===== config.mk =====
export PLATFORM = sky130hd
export DESIGN_NAME = mcp3201_responder
export DESIGN_NICKNAME = d
export VERILOG_FILES = /design/src/rtl/mcp3201_responder_pkg.sv /design/src/rtl/sync_edge.sv /design/src/rtl/mcp3201_responder.sv
export SDC_FILE = /design/constraint.sdc
export NUM_CORES = 1
export LEC_CHECK = 0
export CELL_PAD_IN_SITES_DETAIL_PLACEMENT = 1
export CELL_PAD_IN_SITES_GLOBAL_PLACEMENT = 1
export CORE_MARGIN = 5
export CORE_UTILIZATION = 46
export DETAILED_ROUTE_END_ITERATION = 10
export GPL_TIMING_DRIVEN = 0
export PLACE_DENSITY_LB_ADDON = 0.1
export RECOVER_POWER = 25
export SLEW_MARGIN = 20
export SYNTH_ARGS = -nofsm -noshare
export SYNTH_HDL_FRONTEND = slang
export SYNTH_SLANG_ARGS = --single-unit
export TNS_END_PERCENT = 50

===== constraint.sdc =====
create_clock -name clock -period 3.1 [get_ports clock]
set_input_delay 0.465 -clock clock [delete_from_list [all_inputs] [get_ports clock]]
set_output_delay 0.465 -clock clock [all_outputs]
set_load 0.01 [all_outputs]

===== src/rtl/mcp3201_responder_pkg.sv =====
// Shared types and constants for the MCP3201 ADC responder.
// Also holds the frame bit-order helper used by the output stage.
package mcp3201_responder_pkg;

    localparam int ADC_BITS        = 12;
    localparam int FRAME_MSB_EDGES = 14;
    localparam int FRAME_LSB_LAST  = 2 * ADC_BITS + 1;

    typedef enum logic [2:0] {
        ST_IDLE,
        ST_SAMPLE,
        ST_NULLB,
        ST_MSBF,
        ST_LSBF,
        ST_TAIL
    } state_t;

    // Bit driven after falling edge number e (1-based) of a frame.
    function automatic logic frame_bit(
        input logic [ADC_BITS-1:0] code,
        input logic [4:0]          e
    );
        logic b;
        b = 1'b0;
        if (e >= 5'd3 && e <= 5'(FRAME_MSB_EDGES)) begin
            b = code[4'(5'(FRAME_MSB_EDGES) - e)];
        end else if (e > 5'(FRAME_MSB_EDGES) &&
                     e <= 5'(FRAME_LSB_LAST)) begin
            b = code[4'(e - 5'(FRAME_MSB_EDGES))];
        end
        return b;
    endfunction

endpackage


===== src/rtl/sync_edge.sv =====
// Multi-flop synchronizer with one extra registered stage
// for rising/falling edge detection.
module sync_edge #(
    parameter int   STAGES    = 2,
    parameter logic RESET_VAL = 1'b0
) (
    input  logic clock,
    input  logic reset,
    input  logic d,
    output logic rise,
    output logic fall
);

    logic [STAGES-1:0] sync_q;
    logic              prev_q;

    always_ff @(posedge clock or negedge reset) begin
        if (!reset) begin
            sync_q <= {STAGES{RESET_VAL}};
            prev_q <= RESET_VAL;
        end else begin
            sync_q <= {sync_q[STAGES-2:0], d};
            prev_q <= sync_q[STAGES-1];
        end
    end

    assign rise = sync_q[STAGES-1] & ~prev_q;
    assign fall = ~sync_q[STAGES-1] & prev_q;

endmodule


===== src/rtl/mcp3201_responder.sv =====
// Emulates an MCP3201 12-bit SPI ADC towards an external master,
// serving codes from a one-word valid/ready holding register.
module mcp3201_responder
    import mcp3201_responder_pkg::*;
#(
    parameter int                  SYNC_STAGES = 2,
    parameter logic [ADC_BITS-1:0] IDLE_VALUE  = 12'h800
) (
    input  logic                clock,
    input  logic                reset,
    input  logic                adc_ssn,
    input  logic                adc_clk,
    output logic                adc_dat,
    output logic                adc_dat_oe,
    input  logic [ADC_BITS-1:0] sample_data,
    input  logic                sample_valid,
    output logic                sample_ready,
    output logic                frame_strb,
    output logic                underrun
);

    localparam logic [2:0] SETTLED = 3'(SYNC_STAGES + 1);

    logic ssn_rise, ssn_fall;
    logic clk_rise, clk_fall;

    sync_edge #(.STAGES(SYNC_STAGES), .RESET_VAL(1'b1)) u_ssn_sync (
        .clock (clock),
        .reset (reset),
        .d     (adc_ssn),
        .rise  (ssn_rise),
        .fall  (ssn_fall)
    );

    sync_edge #(.STAGES(SYNC_STAGES), .RESET_VAL(1'b0)) u_clk_sync (
        .clock (clock),
        .reset (reset),
        .d     (adc_clk),
        .rise  (clk_rise),
        .fall  (clk_fall)
    );

    state_t              state_q;
    logic [4:0]          edge_cnt_q;
    logic [4:0]          edge_nxt;
    logic [ADC_BITS-1:0] hold_q;
    logic [ADC_BITS-1:0] shift_q;
    logic                fresh_q;
    logic                underrun_q;
    logic                dat_q;
    logic                oe_q;
    logic                strb_q;
    logic                clk_hi_q;
    logic [2:0]          settle_q;
    logic                xfer;
    logic                start;
    logic                sck_fall;

    // A low ssn at reset release propagates as a fake fall; blank it.
    assign start    = ssn_fall & (settle_q == SETTLED);
    assign xfer     = sample_valid & ~fresh_q;
    assign sck_fall = clk_fall & clk_hi_q;
    assign edge_nxt = (edge_cnt_q == 5'd31) ? 5'd31 : edge_cnt_q + 5'd1;

    always_ff @(posedge clock or negedge reset) begin
        if (!reset) begin
            state_q    <= ST_IDLE;
            edge_cnt_q <= '0;
            hold_q     <= IDLE_VALUE;
            shift_q    <= IDLE_VALUE;
            fresh_q    <= 1'b0;
            underrun_q <= 1'b0;
            dat_q      <= 1'b0;
            oe_q       <= 1'b0;
            strb_q     <= 1'b0;
            clk_hi_q   <= 1'b0;
            settle_q   <= '0;
        end else begin
            strb_q <= 1'b0;
            if (settle_q != SETTLED) settle_q <= settle_q + 3'd1;
            if (clk_rise)      clk_hi_q <= 1'b1;
            else if (clk_fall) clk_hi_q <= 1'b0;

            if (xfer) hold_q <= sample_data;
            if (start)     fresh_q <= xfer;
            else if (xfer) fresh_q <= 1'b1;
            if (start && !fresh_q) underrun_q <= 1'b1;

            if (ssn_rise) begin
                strb_q     <= (state_q != ST_IDLE) &&
                              (edge_cnt_q >= 5'(FRAME_MSB_EDGES));
                state_q    <= ST_IDLE;
                edge_cnt_q <= '0;
                dat_q      <= 1'b0;
                oe_q       <= 1'b0;
            end else if (start) begin
                state_q    <= ST_SAMPLE;
                shift_q    <= hold_q;
                edge_cnt_q <= '0;
                dat_q      <= 1'b0;
                oe_q       <= 1'b0;
            end else if (sck_fall && state_q != ST_IDLE) begin
                edge_cnt_q <= edge_nxt;
                dat_q      <= frame_bit(shift_q, edge_nxt);
                unique case (state_q)
                    ST_SAMPLE: if (edge_nxt == 5'd2) begin
                        state_q <= ST_NULLB;
                        oe_q    <= 1'b1;
                    end
                    ST_NULLB: state_q <= ST_MSBF;
                    ST_MSBF: if (edge_nxt == 5'(FRAME_MSB_EDGES + 1))
                        state_q <= ST_LSBF;
                    ST_LSBF: if (edge_nxt == 5'(FRAME_LSB_LAST + 1))
                        state_q <= ST_TAIL;
                    default: ;
                endcase
            end
        end
    end

    assign adc_dat      = dat_q;
    assign adc_dat_oe   = oe_q;
    assign frame_strb   = strb_q;
    assign underrun     = underrun_q;
    assign sample_ready = ~fresh_q;

endmodule


### Yosys cells after proc, flatten, opt, wreduce, memory -nomap -nowiden

Index checks and enable logic that the tools add are counted.

* add/sub/neg operators: 4
* $lt $le $gt $ge: 7
* equality and inequality tests: 13
* muxes and demuxes: 30
* bitwise gates (word level): 13
* reductions and logical operators: 16

Operators with widths (number)
* 5-bit 2-to-1 mux: 4
* 3-bit 2-to-1 mux: 6
* 1-bit 2-to-1 mux: 17
* 4-bit inequality test (second input constant): 3
* 3-bit one-hot mux with 4 select lines: 1
* 3-bit nonzero test: 4
* 5-bit == test (second input constant): 2
* 4-bit by 5-bit < comparator with 1-bit output (second input constant): 2
* 3-bit by 2-bit == test with 1-bit output (second input constant): 3
* 1-bit binary-select mux with 4-bit select: 2
* 1-bit AND: 7
* 1-bit NOT: 6
* 6-bit nonzero test: 1
* 5-bit by 1-bit adder with 5-bit output (second input constant): 1
* 5-bit by 2-bit == test with 1-bit output (second input constant): 1
* 5-bit by 4-bit == test with 1-bit output (second input constant): 1
* 5-bit by 2-bit >= comparator with 1-bit output (second input constant): 1
* 5-bit by 4-bit >= comparator with 1-bit output (second input constant): 1
* 5-bit by 4-bit > comparator with 1-bit output (second input constant): 1
* 5-bit by 4-bit less-or-equal comparator with 1-bit output (second input constant): 1
* 5-bit less-or-equal comparator (second input constant): 1
* 1-bit logical AND: 5
* 5-bit AND reduction: 1
* 2-bit nonzero test: 2
* other kinds (9): 9

* register bits: 47
* input bits: 17
* output and inout bits: 5
* word-level logic and storage cells: 98

### Depth between registers and ports, before layout

Gate-level depths: netlist of run 1.

* depth in word-level cells: 10
* mapped depth: 12
* mapped depth without buffers: 11

### By module

Synthesis of run 1 repeated with hierarchy kept, for this count alone.

* cell total of the unflattened synthesis: 232
* area, all modules: 2492.4 um^2

By module, submodules not included
* mcp3201_responder: times used 1, cells each 222, area each 2308.5 um^2, seq. area each 1028.5 um^2
* sync_edge (u_ssn_sync): times used 1, cells each 5, area each 93.8 um^2, seq. area each 78.8 um^2
* sync_edge (u_clk_sync): times used 1, cells each 5, area each 90.1 um^2, seq. area each 75.1 um^2

### Worst setup path before layout of run 1

Ideal clock, no wire load.

* path type: register to register
* start point: reg edge_cnt_q[0]
* end point: reg dat_q, in the netlist adc_dat
* library setup time: 0.132 ns
* arrival: 2.395 ns
* data required time: 2.968 ns
* path slack: 0.572 ns
* stages on the path, launching flop included: 13
* buffers on the path: 2
* clock period less this slack: 2.528 ns
* cells stage by stage: dfrtp_1 buf_2 inv_1 ha_1 clkbuf_1 nand2_1 inv_1 ha_1 or3_1 o31ai_1 a21oi_1 nand3_1 o41ai_2

* longest elaborated chain between the ends: 10
* elaborated cells on any way between the ends: 20
* classes of those cells: 3 x add/sub; 4 x order compare; 1 x eq/ne; 10 x mux; 2 x reduce/logical

Ends and longest elaborated chain
* start: declaration: line mcp3201_responder.sv:44 `logic [4:0] edge_cnt_q;`
* start signal: assignment: line mcp3201_responder.sv:103 `edge_cnt_q <= edge_nxt;`
* 5-bit by 1-bit adder with 5-bit output / 5-bit == test (equally long branches): line mcp3201_responder.sv:63 `assign edge_nxt = (edge_cnt_q == 5'd31) ? 5'd31 : edge_cnt_q + 5'd1;`
* 5-bit 2-to-1 mux (*): line mcp3201_responder.sv:63
* 4-bit subtractor: line mcp3201_responder_pkg.sv:29 `b = code[4'(e - 5'(FRAME_MSB_EDGES))];`
* 1-bit binary-select mux with 4-bit select: line mcp3201_responder_pkg.sv:29
* 1-bit 2-to-1 mux (not written as such): line mcp3201_responder_pkg.sv:29
* 1-bit 2-to-1 mux: line mcp3201_responder_pkg.sv:27 `end else if (e > 5'(FRAME_MSB_EDGES) &&`
* 1-bit 2-to-1 mux (*): line mcp3201_responder_pkg.sv:25 `if (e >= 5'd3 && e <= 5'(FRAME_MSB_EDGES)) begin`
* 1-bit 2-to-1 mux (*): line mcp3201_responder.sv:102 `end else if (sck_fall && state_q != ST_IDLE) begin`
* 1-bit 2-to-1 mux (*): line mcp3201_responder.sv:96 `end else if (start) begin`
* 1-bit 2-to-1 mux (*): line mcp3201_responder.sv:89 `if (ssn_rise) begin`
* end signal: assignment: line mcp3201_responder.sv:104 `dat_q <= frame_bit(shift_q, edge_nxt);`
* end: declaration: line mcp3201_responder.sv:50 `logic dat_q;`

Mark *: on every way between the ends. The rest lies on a longest branch, timed or not. The select of a mux whose other input is x is not followed.
A chain may end at the register's enable or synchronous reset.

### Worst setup path after layout of run 1

* start point: reg edge_cnt_q[1]
* end point: reg dat_q, in the netlist adc_dat

Same word-level chain as after synthesis.

==> results of run 1 <==
==> metal layers <==
layer	vias up	track usage [%]
li1	902	-
met1	947	23.7
met2	26	29.6
met3	6	2.72
met4	0	4.89
met5	-	0
==> sequential cells by signal (all words and copies together), names as in the netlist <==
name	count
hold_q	12
shift_q	12
edge_cnt_q	5
settle_q	3
state_q	3
u_clk_sync.sync_q	2
u_ssn_sync.sync_q	2
adc_dat	1
adc_dat_oe	1
clk_hi_q	1
frame_strb	1
fresh_q	1
u_clk_sync.prev_q	1
u_ssn_sync.prev_q	1
underrun	1
==> power breakdown <==
part           leakage (nW)  total [mW]  internal [mW]  switching, mW
Clock                0.0514       0.449          0.241          0.208
Combinational         0.690       0.373          0.219          0.154
Sequential            0.560       0.876          0.764          0.111
Total                  1.30        1.70           1.22          0.474
==> worst register-to-register path, stage by stage (launching register included) <==
cell     delay (ps)
dfrtp_1         480
ha_1            330
and3_1          210
buf_2           170
a21oi_4         220
inv_2           150
ha_1            430
or3_1           140
o31ai_1          70
a21oi_1         150
nand3_1         100
o41ai_2         300
==> layout make-up <==
cell class | count | share of cell area [%]
buffer | 10 | 1.79
clock buffer | 6 | 2.41
clock inverter | 2 | 1.25
inverter | 16 | 1.99
multi-input combinational | 163 | 42.4
sequential | 47 | 39.2
tap | 72 | 2.99
timing repair buffer | 24 | 7.93
==> cells by family after synthesis <==
group                      share of synthesized area, %
AOI/OAI and AO/OA                                  14.1
xor gates and xnor gates                           2.43
adders and majority gates                          6.32
buffers and inverters                              4.57
DFF                                                45.9
muxes                                              14.6
and+or+nand+nor                                    12.1
==> how the worst min path moves through the flow <==
| stage | start | to | depth (start not counted) |
|---|---|---|---|
| 5_1_grt | u_clk_sync.sync_q[0]$_DFF_PN0_ | u_clk_sync.sync_q[1]$_DFF_PN0_ | 0 |
| 2_1_floorplan | reset | adc_dat$_DFFE_PN0P_ | 0 |
| 4_1_cts | reset | hold_q[5]$_DFFE_PN0P_ | 1 |
| 3_5_place_dp | u_clk_sync.sync_q[0]$_DFF_PN0_ | u_clk_sync.sync_q[1]$_DFF_PN0_ | 0 |
| 6_report | u_clk_sync.sync_q[0]$_DFF_PN0_ | u_clk_sync.sync_q[1]$_DFF_PN0_ | 0 |
| 3_3_place_gp | u_clk_sync.sync_q[0]$_DFF_PN0_ | u_clk_sync.sync_q[1]$_DFF_PN0_ | 0 |
==> cells in the final DEF, fill, tap and decap left out, types with 3 or more instances in the layout <==
master,n
nor2_1,18
nor2b_1,3
o21ai_0,5
dfstp_2,4
and3_1,3
mux2i_1,5
clkdlybuf4s50_1,20
clkbuf_1,5
a21o_1,3
clkbuf_8,5
ha_1,12
inv_1,14
mux2_2,27
a21oi_1,14
a31oi_1,3
buf_2,4
dfrtp_1,42
nand3_1,6
nand2_1,17
buf_4,3
==> metrics by stage <==
step	util, %	hold WS (ps)
floorplan	-	169
global placement	52.5	331
detailed placement	52.8	339
CTS	54.8	154
global route	55.1	378
finish	55.1	357
==> timing repair <==
action | in CTS | in global routing
pin swaps | 0 | 1
resized for setup | 0 | 1
cloned | 0 | 0
endpoints found under the setup margin | 1 | 1
setup buffers | 0 | 2
hold endpoints to repair | 0 | 0
==> results.json, run 1 <==
{
  "run_status": "finished, final reports clean",
  "p_per_area_mw_per_mm2": 563,
  "grt_pass1_vias": 2027,
  "diodes": 0,
  "critPathMaxStageDelay_ps": 480,
  "wl_per_cell_um": 17.5,
  "p_leak_nw": 1.30,
  "fin_crit_sh_pct": 92.7,
  "post_drt_via_cell_ratio": 5.53,
  "synth_area_mm2": 0.00257,
  "max-cap-violations": 0,
  "final_area_mm2": 0.00301,
  "antenna_left": 0,
  "clockBufferDepth": 2,
  "async_flop_share_pct": 100,
  "yosys.area.top_type_share_pct": 40.8,
  "crit_arrival_ps": 3060,
  "die_h_um": 84.8,
  "drive_above_1_share_pct": 21.3,
  "yosys_register_bits": 47,
  "multi_input_area_mm2": 0.00128,
  "reg2reg_from": "edge_cnt_q[1]$_DFFE_PN0P_",
  "cp_slowest_cell": "dfrtp_1",
  "endpoint_kind": "register",
  "numCtsBuffers": 5,
  "crit_end": "adc_dat$_DFFE_PN0P_",
  "ios": 22,
  "highest_layer": "met4",
  "finalSetupViolCount": 0,
  "critPathMaxFanout": 10,
  "synthFlopType": "dfrtp_1",
  "path_depth": 11,
  "synth_edf_count": 0,
  "num_vias": 1881,
  "clkSinkCount": 47,
  "routed-wl-met2_um": 2990,
  "yosysTopAreaCell": "dfrtp_1",
  "dpl_cell_area_mm2": 0.00289,
  "die_area_mm2": 0.00719,
  "dp_slack_ps": -25.6,
  "coreArea_mm2": 0.00547,
  "fp.dieW_um": 84.8,
  "io_buffers": 21,
  "worstPathCellList": "ha_1 > and3_1 > buf_2 > a21oi_4 > inv_2 > ha_1 > or3_1 > o31ai_1 > a21oi_1 > nand3_1 > o41ai_2",
  "synth_fp_nets": 267,
  "fin_tns_setup_ps": 0,
  "drt-total-wl_um": 5960,
  "start_util_pct": 47.1,
  "dr.pass1.iters": 4,
  "grt_pass1_wl_um": 10100,
  "synthTopCellsByArea": "dfrtp_1, mux2_2, ha_1",
  "rows": 27,
  "grt_max_degree": 26,
  "skew_ps": 9.31,
  "dp.cells": 331,
  "hp-class": "register to register",
  "crit_family": "adder cells",
  "cts-root-buf": "clkbuf_8",
  "timing.final.ws_setup_ps": 226,
  "max_freq_mhz": 348,
  "cp.required_ps": 3290,
  "worstSkewPairLatency_ps": 300,
  "worstReg2RegEnd": "adc_dat$_DFFE_PN0P_",
  "synthTopCellsByCount": "dfrtp_1, mux2_2, nor2_1, nand2_1",
  "ys_warn_count": 0,
  "fin_crit_ps": 2870,
  "fin_total_pwr_mw": 1.70,
  "fin_nets": 297,
  "syn_inst": 237,
  "slew_violations": 0,
  "place_hpwl_um": 4400,
  "path_clk_slew_ps": 90,
  "worstSetupPathType": "register to register",
  "rsz0062_at_grt": "no",
  "yosysMostFrequentCell": "dfrtp_1",
  "grtUsageTotal_pct": 17.6,
  "ff2ff_path_depth": 11,
  "hold_viol": 0,
  "crit_start": "edge_cnt_q[1]$_DFFE_PN0P_",
  "crit_buf_inv": 2,
  "syn2layout_area_growth_pct": 17.0,
  "relSlewSlack_pct": 10.7,
  "gp_congestion": 0.830,
  "antenna_found_initial": 0,
  "met1_length_um": 2730,
  "htree_levels": 2,
  "critPathLaunchType": "register",
  "grt.overflow.total": 0,
  "drc_errors": 0,
  "fin_cells": 340,
  "fillers": 632,
  "ir_drop_mv": 0.375,
  "ctsHoldBuffers": 0,
  "critPathMostFrequentCell": "ha_1",
  "rrSetupSlack_ps": 230,
  "avgSynthCellArea_um2": 10.9,
  "seq_area_mm2": 0.00118,
  "cts_tree": "yes",
  "route.met3.wl_um": 169,
  "synth_cell_types": 59,
  "synth-seq-area-share_pct": 45.9,
  "tightest_slew_ps": 1340,
  "initialDrtViolationCount": 81
}
No activity file was read; power rests on OpenSTA's default activity.
==> inputs of run 2 (changes only) <==
--- a/config.mk
+++ b/config.mk
@@ -7,8 +7,10 @@
 export LEC_CHECK = 0
 export CELL_PAD_IN_SITES_DETAIL_PLACEMENT = 1
 export CELL_PAD_IN_SITES_GLOBAL_PLACEMENT = 1
+export CORE_ASPECT_RATIO = 0.7
 export CORE_MARGIN = 5
-export CORE_UTILIZATION = 46
+export CORE_UTILIZATION = 48
+export CTS_BUF_LIST = sky130_fd_sc_hd__clkbuf_2 sky130_fd_sc_hd__clkbuf_4 sky130_fd_sc_hd__clkbuf_8
 export DETAILED_ROUTE_END_ITERATION = 10
 export GPL_TIMING_DRIVEN = 0
 export PLACE_DENSITY_LB_ADDON = 0.1
==> run 2 against run 1 <==
Effect of this change:
- wire length increased by 1.1%
- sequential share of layout area about the same
- global-route usage increased by 0.76 points
- cell count unchanged
==> results.json, run 2 (synthesis gave the netlist of run 1 again) <==
{
  "cp_slowest_cell": "dfrtp_1",
  "skew_ps": 6.91,
  "worstPathCellList": "ha_1 > and3_1 > buf_2 > a21oi_4 > inv_2 > ha_1 > xnor2_4 > mux2i_1 > nand2_1 > a21oi_1 > o41ai_2",
  "worstReg2RegEnd": "adc_dat$_DFFE_PN0P_",
  "rows": 22,
  "dp.cells": 331,
  "max_freq_mhz": 352,
  "wl_per_cell_um": 17.7,
  "critPathMaxStageDelay_ps": 480,
  "grt_max_degree": 29,
  "clkSinkCount": 47,
  "diodes": 0,
  "holdWs_ps": 363,
  "ctsHoldBuffers": 0,
  "worstSkewPairLatency_ps": 300,
  "antenna_left": 0,
  "clockBufferDepth": 2,
  "critPathMaxFanout": 10,
  "layout_commonest_cell": "dfrtp_1",
  "timing.final.ws_setup_ps": 260,
  "reg_top3": "hold_q: 12 flops, shift_q: 12 flops, edge_cnt_q: 5 flops",
  "worstSetupPathType": "register to register",
  "endpoint_kind": "register",
  "multi_input_area_mm2": 0.00129,
  "place_hpwl_um": 4340,
  "run_status": "finished, final reports clean",
  "dpl_cell_area_mm2": 0.00289,
  "critPathLaunchType": "register",
  "cp.required_ps": 3280,
  "rsz0062_at_grt": "no",
  "syn2layout_area_growth_pct": 17.2,
  "fin_nets": 297,
  "max-cap-violations": 0,
  "seq_area_mm2": 0.00118,
  "fin_cells": 340,
  "fin_crit_ps": 2840,
  "numCtsBuffers": 5,
  "utilization_pct": 57.7,
  "slew_violations": 0,
  "antenna_found_initial": 0,
  "final_area_mm2": 0.00302,
  "crit_arrival_ps": 3020,
  "initialDrtViolationCount": 90,
  "coreArea_mm2": 0.00523,
  "dp_slack_ps": -66.8,
  "die_h_um": 71.3,
  "post_drt_via_cell_ratio": 5.58,
  "fin_crit_sh_pct": 91.6,
  "grtUsageTotal_pct": 18.4,
  "ir_drop_mv": 0.290,
  "grt.overflow.total": 0,
  "drc_errors": 0,
  "p_leak_nw": 1.31,
  "rrSetupSlack_ps": 260,
  "drt-total-wl_um": 6030,
  "finalSetupViolCount": 0,
  "fillers": 576,
  "dr.pass1.iters": 4,
  "critPathMostFrequentCell": "ha_1",
  "ff2ff_path_depth": 11,
  "relSlewSlack_pct": 23.6,
  "drive_above_1_share_pct": 21.6,
  "fp.dieW_um": 97.5,
  "p_per_area_mw_per_mm2": 552,
  "htree_levels": 2,
  "tightest_slew_ps": 1150,
  "cts-root-buf": "clkbuf_8",
  "grt_pass1_vias": 1965,
  "reg2reg_from": "edge_cnt_q[1]$_DFFE_PN0P_",
  "ios": 22,
  "cts_tree": "yes",
  "hold_viol": 0,
  "fin_total_pwr_mw": 1.67,
  "io_buffers": 21,
  "start_util_pct": 49.2,
  "fin_tns_setup_ps": 0,
  "die_area_mm2": 0.00695,
  "num_vias": 1897,
  "grt_pass1_wl_um": 10200,
  "gp_congestion": 0.884,
  "path_clk_slew_ps": 90,
  "layout_common_cells": "dfrtp_1, mux2_2, clkdlybuf4s50_1, nor2_1, nand2_1",
  "hp-class": "input port to async pin"
}
run 2: what timing repair did:
action | CTS | global route
endpoints found under the setup margin | 1 | 1
gates resized for setup | 0 | 2
setup buffers | 0 | 2
pin swaps | 0 | 1
run 2: layer usage:
layer	vias up	global-route usage, %	part of all wire, %
li1	895	-	-
met1	950	26.7	49
met2	46	28.4	45
met3	6	4.18	5.5
met4	0	3.84	0.95
met5	-	0	0
run 2: worst max-delay path: cells and delay by family (launching register included):
| family | cells | cell delay (ps) |
|---|---|---|
| multiplexers | 1 | 230 |
| AND/OR/NAND/NOR | 2 | 310 |
| adder cells (fa/ha/maj) | 2 | 610 |
| flip-flops | 1 | 480 |
| buffers and inverters | 2 | 310 |
| AO/OA/AOI/OAI | 3 | 500 |
| XOR/XNOR | 1 | 260 |
run 2: layout make-up:
cell class | count | area share [%]
inverters | 16 | 1.99
repair buffers | 24 | 7.92
flip-flops and latches | 47 | 39.2
plain buffers | 10 | 1.78
multi-input cells | 163 | 42.7
clock buffers | 8 | 3.44
well taps | 72 | 2.99
run 2: worst max-delay path by stage:
stage,from,end,slack (ps)
5_1_grt,edge_cnt_q[1]$_DFFE_PN0P_,adc_dat$_DFFE_PN0P_,100
3_3_place_gp,edge_cnt_q[0]$_DFFE_PN0P_,adc_dat$_DFFE_PN0P_,-9
6_report,edge_cnt_q[1]$_DFFE_PN0P_,adc_dat$_DFFE_PN0P_,260
2_1_floorplan,edge_cnt_q[0]$_DFFE_PN0P_,adc_dat$_DFFE_PN0P_,570
3_5_place_dp,edge_cnt_q[0]$_DFFE_PN0P_,adc_dat$_DFFE_PN0P_,-70
4_1_cts,edge_cnt_q[0]$_DFFE_PN0P_,adc_dat$_DFFE_PN0P_,60
run 2: where the power goes:
group	switching (mW)	internal [mW]
Sequential	0.108	0.764
Clock	0.202	0.213
Combinational	0.160	0.220
Total	0.469	1.20
